==> src/rtl/imm_gen_stage_pkg.sv <==
// imm_gen_stage_pkg: immediate format encoding and RV opcode constants
package imm_gen_stage_pkg;
    typedef enum logic [2:0] {
        IMM_NONE = 3'd0,
        IMM_I    = 3'd1,
        IMM_S    = 3'd2,
        IMM_B    = 3'd3,
        IMM_U    = 3'd4,
        IMM_J    = 3'd5,
        IMM_Z    = 3'd6
    } imm_type_e;
    localparam logic [6:0] OP_LOAD   = 7'b0000011;
    localparam logic [6:0] OP_IMM    = 7'b0010011;
    localparam logic [6:0] OP_IMM32  = 7'b0011011;
    localparam logic [6:0] OP_STORE  = 7'b0100011;
    localparam logic [6:0] OP_BRANCH = 7'b1100011;
    localparam logic [6:0] OP_JAL    = 7'b1101111;
    localparam logic [6:0] OP_JALR   = 7'b1100111;
    localparam logic [6:0] OP_LUI    = 7'b0110111;
    localparam logic [6:0] OP_AUIPC  = 7'b0010111;
    localparam logic [6:0] OP_SYSTEM = 7'b1110011;
    localparam logic [6:0] OP_REG    = 7'b0110011;
    localparam logic [6:0] OP_REG32  = 7'b0111011;
    localparam logic [6:0] OP_FENCE  = 7'b0001111;
endpackage

==> src/rtl/imm_gen_stage_if.sv <==
// imm_gen_stage_if: fetch-side and decode-side valid/ready streams plus flush
interface imm_gen_stage_if import imm_gen_stage_pkg::*; #(parameter int XLEN = 32);
    logic            flush;
    logic            in_valid;
    logic            in_ready;
    logic [31:0]     in_inst;
    logic [XLEN-1:0] in_pc;
    logic            out_valid;
    logic            out_ready;
    logic [31:0]     out_inst;
    logic [XLEN-1:0] out_pc;
    logic [XLEN-1:0] out_imm;
    imm_type_e       out_imm_type;
    logic [XLEN-1:0] out_target;
    logic            out_illegal;
    modport master (
        output flush, in_valid, in_inst, in_pc, out_ready,
        input  in_ready, out_valid, out_inst, out_pc, out_imm, out_imm_type, out_target, out_illegal
    );
    modport slave (
        input  flush, in_valid, in_inst, in_pc, out_ready,
        output in_ready, out_valid, out_inst, out_pc, out_imm, out_imm_type, out_target, out_illegal
    );
endinterface

==> src/rtl/imm_decode.sv <==
// imm_decode: combinational RV opcode decode to sign-extended immediate and format
module imm_decode import imm_gen_stage_pkg::*; #(
    parameter int XLEN   = 32,
    parameter int CSR_EN = 1
) (
    input  logic [31:0]     inst,
    output logic [XLEN-1:0] imm,
    output imm_type_e       imm_type,
    output logic            illegal
);
    localparam bit IS64 = (XLEN == 64);
    logic [31:0] imm32;
    always_comb begin
        imm_type = IMM_NONE;
        illegal  = 1'b0;
        case (inst[6:0])
            OP_LOAD, OP_IMM, OP_JALR: imm_type = IMM_I;
            OP_IMM32: begin
                imm_type = IS64 ? IMM_I : IMM_NONE;
                illegal  = !IS64;
            end
            OP_STORE:        imm_type = IMM_S;
            OP_BRANCH:       imm_type = IMM_B;
            OP_LUI, OP_AUIPC: imm_type = IMM_U;
            OP_JAL:          imm_type = IMM_J;
            OP_SYSTEM:       imm_type = (CSR_EN != 0 && inst[14]) ? IMM_Z : IMM_I;
            OP_REG, OP_FENCE: imm_type = IMM_NONE;
            OP_REG32:        illegal = !IS64;
            default:         illegal = 1'b1;
        endcase
    end
    // every format fits a signed 32-bit value, so widen once at the end
    assign imm32 = (imm_type == IMM_I) ? {{20{inst[31]}}, inst[31:20]} :
                   (imm_type == IMM_S) ? {{20{inst[31]}}, inst[31:25], inst[11:7]} :
                   (imm_type == IMM_B) ? {{19{inst[31]}}, inst[31], inst[7], inst[30:25], inst[11:8], 1'b0} :
                   (imm_type == IMM_U) ? {inst[31:12], 12'b0} :
                   (imm_type == IMM_J) ? {{11{inst[31]}}, inst[31], inst[19:12], inst[20], inst[30:21], 1'b0} :
                   (imm_type == IMM_Z) ? {27'b0, inst[19:15]} : 32'b0;
    assign imm = XLEN'(signed'(imm32));
endmodule

==> src/rtl/imm_gen_stage.sv <==
// imm_gen_stage: registered immediate generation with branch target and optional skid buffer
module imm_gen_stage import imm_gen_stage_pkg::*; #(
    parameter int XLEN    = 32,
    parameter int SKID_EN = 1,
    parameter int CSR_EN  = 1
) (
    input logic            clk,
    input logic            rst_n,
    imm_gen_stage_if.slave bus
);
    typedef struct packed {
        logic [31:0]     inst;
        logic [XLEN-1:0] pc;
        logic [XLEN-1:0] imm;
        logic [XLEN-1:0] target;
        imm_type_e       imm_type;
        logic            illegal;
    } entry_t;
    entry_t          new_e, main_q, skid_q;
    logic            main_v, skid_v, main_free, in_fire;
    logic [XLEN-1:0] dec_imm;
    imm_type_e       dec_type;
    logic            dec_ill;
    imm_decode #(.XLEN(XLEN), .CSR_EN(CSR_EN)) u_dec (
        .inst     (bus.in_inst),
        .imm      (dec_imm),
        .imm_type (dec_type),
        .illegal  (dec_ill)
    );
    assign new_e = '{inst: bus.in_inst, pc: bus.in_pc, imm: dec_imm, target: bus.in_pc + dec_imm,
                     imm_type: dec_type, illegal: dec_ill};
    assign main_free    = !main_v || bus.out_ready;
    assign bus.in_ready = (SKID_EN != 0) ? !skid_v : main_free;
    assign in_fire      = bus.in_valid && bus.in_ready;
    // skid only fills while main is stalled; in_ready = !skid_v keeps it single-entry
    always_ff @(posedge clk or negedge rst_n) begin
        if (!rst_n) begin
            main_v <= 1'b0;
            skid_v <= 1'b0;
            main_q <= '0;
            skid_q <= '0;
        end else if (bus.flush) begin
            main_v <= 1'b0;
            skid_v <= 1'b0;
        end else if (main_free) begin
            main_v <= skid_v || in_fire;
            main_q <= skid_v ? skid_q : new_e;
            skid_v <= 1'b0;
        end else if (in_fire) begin
            skid_v <= 1'b1;
            skid_q <= new_e;
        end
    end
    assign bus.out_valid    = main_v;
    assign bus.out_inst     = main_q.inst;
    assign bus.out_pc       = main_q.pc;
    assign bus.out_imm      = main_q.imm;
    assign bus.out_imm_type = main_q.imm_type;
    assign bus.out_target   = main_q.target;
    assign bus.out_illegal  = main_q.illegal;
endmodule

==> src/flat_wrapper.sv <==
// flat-port wrapper written by rule: the top's interface ports become plain ports
module imm_gen_stage_flat import imm_gen_stage_pkg::*;
#(
    parameter int XLEN    = 32,
    parameter int SKID_EN = 1,
    parameter int CSR_EN  = 1
)
  (clk, rst_n, bus_flush, bus_in_valid, bus_in_inst, bus_in_pc, bus_out_ready, bus_in_ready, bus_out_valid, bus_out_inst, bus_out_pc, bus_out_imm, bus_out_imm_type, bus_out_target, bus_out_illegal);
  imm_gen_stage_if #(.XLEN(XLEN)) bus_i ();
  input logic clk;
  input logic rst_n;
  input wire logic [$bits(bus_i.flush)-1:0] bus_flush;
  input wire logic [$bits(bus_i.in_valid)-1:0] bus_in_valid;
  input wire logic [$bits(bus_i.in_inst)-1:0] bus_in_inst;
  input wire logic [$bits(bus_i.in_pc)-1:0] bus_in_pc;
  input wire logic [$bits(bus_i.out_ready)-1:0] bus_out_ready;
  output wire logic [$bits(bus_i.in_ready)-1:0] bus_in_ready;
  output wire logic [$bits(bus_i.out_valid)-1:0] bus_out_valid;
  output wire logic [$bits(bus_i.out_inst)-1:0] bus_out_inst;
  output wire logic [$bits(bus_i.out_pc)-1:0] bus_out_pc;
  output wire logic [$bits(bus_i.out_imm)-1:0] bus_out_imm;
  output wire logic [$bits(bus_i.out_imm_type)-1:0] bus_out_imm_type;
  output wire logic [$bits(bus_i.out_target)-1:0] bus_out_target;
  output wire logic [$bits(bus_i.out_illegal)-1:0] bus_out_illegal;
  assign bus_i.flush = bus_flush;
  assign bus_i.in_valid = bus_in_valid;
  assign bus_i.in_inst = bus_in_inst;
  assign bus_i.in_pc = bus_in_pc;
  assign bus_i.out_ready = bus_out_ready;
  assign bus_in_ready = bus_i.in_ready;
  assign bus_out_valid = bus_i.out_valid;
  assign bus_out_inst = bus_i.out_inst;
  assign bus_out_pc = bus_i.out_pc;
  assign bus_out_imm = bus_i.out_imm;
  assign bus_out_imm_type = bus_i.out_imm_type;
  assign bus_out_target = bus_i.out_target;
  assign bus_out_illegal = bus_i.out_illegal;
  imm_gen_stage #(.XLEN(XLEN), .SKID_EN(SKID_EN), .CSR_EN(CSR_EN)) u_core (.clk(clk), .rst_n(rst_n), .bus(bus_i));
endmodule
==> config.mk <==
export PLATFORM = sky130hd
export DESIGN_NAME = imm_gen_stage_flat
export DESIGN_NICKNAME = d
export VERILOG_FILES = /design/src/rtl/imm_gen_stage_pkg.sv /design/src/rtl/imm_gen_stage_if.sv /design/src/rtl/imm_decode.sv /design/src/rtl/imm_gen_stage.sv /design/src/flat_wrapper.sv
export SDC_FILE = /design/constraint.sdc
export NUM_CORES = 1
export LEC_CHECK = 0
export CAP_MARGIN = 20
export CORE_ASPECT_RATIO = 0.5
export CORE_MARGIN = 2
export CORE_UTILIZATION = 55
export DETAILED_ROUTE_END_ITERATION = 10
export PLACE_DENSITY = 0.89
export SLEW_MARGIN = 20
export SYNTH_ARGS = -nofsm -noshare
export SYNTH_HDL_FRONTEND = slang
export SYNTH_HIERARCHICAL = 1
export SYNTH_SLANG_ARGS = --single-unit
==> constraint.sdc <==
create_clock -name clk -period 2.1 [get_ports clk]
set_input_delay 0.21 -clock clk [delete_from_list [all_inputs] [get_ports clk]]
set_output_delay 0.21 -clock clk [all_outputs]
set_load 0.005 [all_outputs]
After elaboration in Yosys (flattened, before gate mapping)
Index checks and enable logic that the tools add are counted.
Word-level totals
  input port bits: 69
  latch bits: 0
  memory bits (read-only): 0
  bits in writable memories: 0
  word-level logic and storage cells: 61
  output and inout port bits: 134
  flip-flop bits (word level): 266
  memories: 0
Cells by class
  shift operators: 0
  muxes and demuxes: 15
  equal/unequal tests: 17
  $lt $le $gt $ge: 0
  div/mod/pow operators: 0
  add/sub/neg operators: 1
  multiply operators: 0
  reductions and logical operators: 12
  bitwise gates (word level): 2
Operators with widths (count)
  two-way mux 32 bit: 5
  two-way mux 132 bit: 1
  adder 32 bit: 1
  equality test 7 bit (second input constant): 4
  equality test 7 x 6 -> 1 bit (second input constant): 3
  case mux 3 bit (6 select lines): 1
  equality test 7 x 5 -> 1 bit (second input constant): 2
  OR reduction 11 bit: 1
  equality test 3 bit (second input constant): 3
  equality test 7 x 2 -> 1 bit (second input constant): 1
  equality test 7 x 4 -> 1 bit (second input constant): 1
  equality test 3 x 2 -> 1 bit (second input constant): 2
  two-way mux 1 bit: 6
  two-way mux 5 bit: 1
  equality test 3 x 1 -> 1 bit (second input constant): 1
  two-way mux 3 bit: 1
  AND reduction 3 bit: 1
  nonzero test 3 bit: 1
  OR reduction 3 bit: 1
  logical NOT 1 bit: 2
  logical OR 1 bit: 2
  NOT 1 bit: 2
  AND reduction 2 bit: 1
  nonzero test 2 bit: 1
  other kinds (2): 2

Logic depth before layout (Yosys ltp)
  word-level depth: 12
  depth in mapped cells: 17
  depth with buffers taken out: 14

Modules after synthesis
Netlist, hierarchy kept.
By module, submodules not included
  imm_gen_stage: area an instance 12724.7 µm², seq. area each 6656.4 µm², instances 1, cells an instance 1159
  imm_decode: area an instance 666.9 µm², seq. area each 0.0 µm², instances 1, cells an instance 114

Worst setup path before layout
OpenSTA, ideal clock, no wires.
  path type: input to register
  from: in bus_in_inst[3]
  to: reg u_core/skid_q[16] in the netlist's numbering
  path slack: -1.006 ns
  library setup time: 0.125 ns
  data required time: 1.975 ns
  path buffers: 2
  data arrival time: 2.982 ns
  stages: 14
  path through: buf_2 -> nor2_1 -> and2_1 -> buf_2 -> and3b_1 -> a221o_1 -> ha_1 -> fa_1 -> a21oi_1 -> o211ai_1 -> a21boi_0 -> o21ai_0 -> xor2_1 -> mux2_2
Between the ends
  cells in the longest elaborated chain, start to end: 11
  elaborated cells on any way between the ends: 25
  classes of those cells: add/sub (1); eq/ne (15); mux (7); reduce/logical (2)
Ends and longest elaborated chain
  from (decl): line flat_wrapper.sv:14  | input wire logic [$bits(bus_i.in_inst)-1:0] bus_in_inst;
  equality test 7 x 2 -> 1 bit, or another cell as far along: line imm_decode.sv:16  | case (inst[6:0])
  OR reduction 3 bit or OR reduction 2 bit (tied branches)
  case mux 3 bit (6 select lines) *: line imm_decode.sv:16
  equality test 3 bit: line imm_decode.sv:38  | (imm_type == IMM_Z) ? {27'b0, inst[19:15]} : 32'b0;
  two-way mux 5 bit: line imm_decode.sv:38
  two-way mux 32 bit: line imm_decode.sv:37  | (imm_type == IMM_J) ? {{11{inst[31]}}, inst[31], inst[19:12], inst[20], inst[30:21], 1'b0} :
  two-way mux 32 bit: line imm_decode.sv:36  | (imm_type == IMM_U) ? {inst[31:12], 12'b0} :
  two-way mux 32 bit: line imm_decode.sv:35  | (imm_type == IMM_B) ? {{19{inst[31]}}, inst[31], inst[7], inst[30:25], inst[11:8], 1'b0} :
  two-way mux 32 bit: line imm_decode.sv:34  | (imm_type == IMM_S) ? {{20{inst[31]}}, inst[31:25], inst[11:7]} :
  two-way mux 32 bit *: line imm_decode.sv:33  | assign imm32 = (imm_type == IMM_I) ? {{20{inst[31]}}, inst[31:20]} :
  via u_core.dec_imm[0]: line imm_gen_stage.sv:21  | logic [XLEN-1:0] dec_imm;
  adder 32 bit *: line imm_gen_stage.sv:30  | assign new_e = '{inst: bus.in_inst, pc: bus.in_pc, imm: dec_imm, target: bus.in_pc + dec_imm,
  to (signal assigned): line imm_gen_stage.sv:51  | skid_q <= new_e;
  to (decl): line imm_gen_stage.sv:19  | entry_t new_e, main_q, skid_q;
Mark *: on every way through the listed nets, which the timed path passes. The rest lies on a longest branch.
A chain may end at the register's enable or synchronous reset.

Worst setup path in the final report
  from: in bus_in_inst[0]
  to: reg u_core.main_q (netlist bit u_core/bus.out_target[30])
Between the ends
  elaborated cells on any way between the ends: 26
  classes of those cells: add/sub (1); eq/ne (15); mux (8); reduce/logical (2)
RTL lines
  equality test 7 x 2 -> 1 bit, or another cell as far along: line imm_decode.sv:16
  OR reduction 3 bit or OR reduction 2 bit (tied branches)
  case mux 3 bit (6 select lines) *: line imm_decode.sv:16
  equality test 3 bit: line imm_decode.sv:37
  two-way mux 32 bit: line imm_decode.sv:37
  two-way mux 32 bit: line imm_decode.sv:36
  two-way mux 32 bit: line imm_decode.sv:35
  two-way mux 32 bit: line imm_decode.sv:34
  two-way mux 32 bit *: line imm_decode.sv:33
  via u_core.dec_imm[25]: line imm_gen_stage.sv:21
  adder 32 bit *: line imm_gen_stage.sv:30
  two-way mux 132 bit *: line imm_gen_stage.sv:47  | main_q <= skid_v ? skid_q : new_e;
  to (signal assigned): line imm_gen_stage.sv:47
  to (decl): line imm_gen_stage.sv:19
Marked as above.

==> run metrics <==
wirelength, routed 48600 um; routed wl met3 4010 um; most common cell after layout, fill and taps aside dfrtp_1; # DRC 0; DR WL met2 22500 um; final worst setup slack -0.835 ns; initial antenna violation count 1; CTS sink cnt 266; DP HPWL 30800 um; post-route ant nets 0; layout cells sized above 1 35.7%; number of fill cells 1249; FF/Latch Area 6660 um2; GPL Wtd Cong 0.955; Synth Flop Type dfrtp_1; Die X-Extent 225 um; Die ar. 25700 um2; Synth warnings 6; Clock Latency Late Sink 0.57 ns; Initial Util 55.9%; CTS buffer count 24; H-tree Lvls 1; top sig layer met4; Startpoint Class input pin; antenna cells 0; pre-CTS setup slack -1.99 ns; Hold Crit Class in2reg; CTS root buffer clkbuf_16; Mapped Nets 1374; first-pass GRT wire length 71400 um; Vias 12400; Max Clock Freq 0.341 GHz; WHS 0.0218 ns; setup violators final 60; Worst Path Required 2.52 ns; cell area power density 714 nW/um2; post-DR vias/cell 6.18; failing checks setup timing; Die Y 114 um; status finished with violations; Max-slew headroom 32.8%; area grow syn2layout 47.6%; actual slew at the worst max-slew pin 1.00 ns; Max Slew Vio Count 0; Distinct cells, synth 71; Lkg Pwr 8.74 nW; wire length on met1 19800 um; per-cell routed wire length 24.2 um; Placeable Area 24000 um2; CTS tree yes; grt ovf 0; Setup Skew 0.0322 ns; ys async rst share 100%; Avg Cell Area, Syn 10.5 um2; placed insts 1919; most frequent cells in the layout dfrtp_1, buf_4, clkdlybuf4s50_1, nand2_1, mux2i_1; Port Buffers 202; Sum Neg Setup Slack -36.98 ns; sequential share of the synthesized area 49.7%; initial DRC count 1402; # nets final 1776; vias in the first global route 12500; largest net degree at the start of global routing 99; R2R depth 4; worst-case clock buffer depth 3; crit path time final 2.93 ns; final hold vios 0; CP max FO 11; gr usage total 36.1%; crit share post-route 140%; RSZ-0062 raised after global routing yes; non-filler cells, final 2006; Worst Path Arrival 3.36 ns; Post-synth EDFFs 0; drt pass-1 iters 5; nature of the critical path endpoint register; Post-Syn Instances 1273; Hold Crit Depth 3; Boundary Pins 203; Multi-input gate area 7670 um2; clock slew at reported path FFs 0.07 ns; Std-Cell Rows 40; Crit Path Class in2reg; Netlist Area Pre-Place 13400 um2; Seq cells post-synth 266; max-cap violations 0; peak supply drop 0.000604 V
==> registers in the layout, summed over array words and instances, names as in the netlist <==
signal,count
u_core/bus.out_imm_type,3
u_core/bus.out_valid,1
u_core/bus.out_illegal,1
u_core/skid_q,132
u_core/bus.out_target,32
u_core/bus.out_inst,32
u_core/bus.out_imm,32
u_core/bus.out_pc,32
u_core/skid_v,1
==> critical path: stages <==
cell	delay, ns
buf_8	0.11
and3b_2	0.24
a32o_2	0.28
buf_4	0.15
o31ai_4	0.20
buf_6	0.18
nand2_4	0.05
buf_12	0.16
nand2_2	0.14
ha_4	0.23
a21o_1	0.21
a31oi_2	0.23
o21ai_1	0.08
a21o_1	0.22
a21oi_4	0.24
o21ai_4	0.12
mux2i_1	0.18
nand3_1	0.09
==> layout make-up <==
class | instances | area share (%)
clock buffers | 33 | 3.31
inverters | 10 | 0.190
multi-input cells | 916 | 38.8
flip-flops and latches | 266 | 33.7
repair buffers | 457 | 21.5
well taps | 315 | 1.99
clock inverters | 9 | 0.570
==> per-stage QoR <==
stage | util [%] | power (mW) | instance area [um2]
after floorplan | - | 7.56 | 13700
after global placement | 72.9 | 9.00 | 17500
after detailed placement | 72.9 | 9.19 | 17500
after CTS | 80.2 | 13.8 | 19200
after global routing | 82.5 | 14.6 | 19800
final | 82.5 | 14.1 | 19800
==> synthesized netlist by cell type (7+ instances only) <==
| cell type | count | area (um2) |
|---|---|---|
| a21o_1 | 18 | 135 |
| xor2_1 | 9 | 78.8 |
| nand2_1 | 216 | 811 |
| mux2i_1 | 113 | 1130 |
| clkbuf_1 | 48 | 180 |
| nor2_1 | 27 | 101 |
| xnor2_1 | 22 | 193 |
| a31oi_1 | 10 | 62.6 |
| ha_1 | 31 | 388 |
| dfrtp_1 | 266 | 6660 |
| o21ai_0 | 150 | 751 |
| nand3_1 | 14 | 70.1 |
| mux2_2 | 113 | 1270 |
| nand4_1 | 8 | 50.1 |
| buf_2 | 19 | 95.1 |
| buf_1 | 10 | 37.5 |
| o21ai_1 | 11 | 55.1 |
| and3_1 | 12 | 75.1 |
| nor3_1 | 11 | 55.1 |
| nand2b_1 | 7 | 43.8 |
| inv_1 | 9 | 33.8 |
| a21oi_1 | 48 | 240 |
==> cells by family (layout without fill, tap and decap cells) <==
| family | count (synthesis) | after routing | synth area share, % |
|---|---|---|---|
| fa+ha+maj | 32 | 32 | 3.05 |
| simple gates | 337 | 337 | 11.5 |
| flops | 266 | 266 | 49.7 |
| mux | 226 | 226 | 17.9 |
| compound gates | 290 | 290 | 12.9 |
| buf+inv | 91 | 509 | 2.90 |
| xor+xnor | 31 | 31 | 2.03 |
==> power breakdown <==
part           internal, mW  leakage [nW]  switching (mW)
Sequential             5.91          3.37           0.497
Clock                  2.44         0.379            2.09
Combinational          1.70          4.99            1.46
Total                  10.1          8.74            4.05
==> worst paths after layout <==
kind	startpoint	to	slack (ns)
min in group asynchronous	rst_n	u_core/skid_q[57]	0.23
setup reg to reg	u_core/skid_v	u_core/skid_q[4]	0.21
setup / recovery	bus_in_inst[0]	u_core/bus.out_target[30]	-0.83
hold reg to reg	u_core/skid_q[31]	u_core/skid_q[31]	0.48
hold / removal	bus_in_inst[4]	u_core/skid_q[104]	0.02
max in group asynchronous	rst_n	u_core/bus.out_pc[9]	1.11
==> per-layer routing <==
metal  vias up  GRT usage (%)
met4         0           14.0
met1      6216           48.2
met5         -              0
met2       682           58.1
met3       205           8.44
li1       5287              -
==> what timing repair did <==
action,in CTS,in global routing
setup endpoints to repair,66,60
hold endpoints to repair,60,0
pin swaps,54,59
gates resized for setup,185,82
setup buffers,28,25
hold buffers,1,0
No activity file was read; power rests on OpenSTA's default activity.
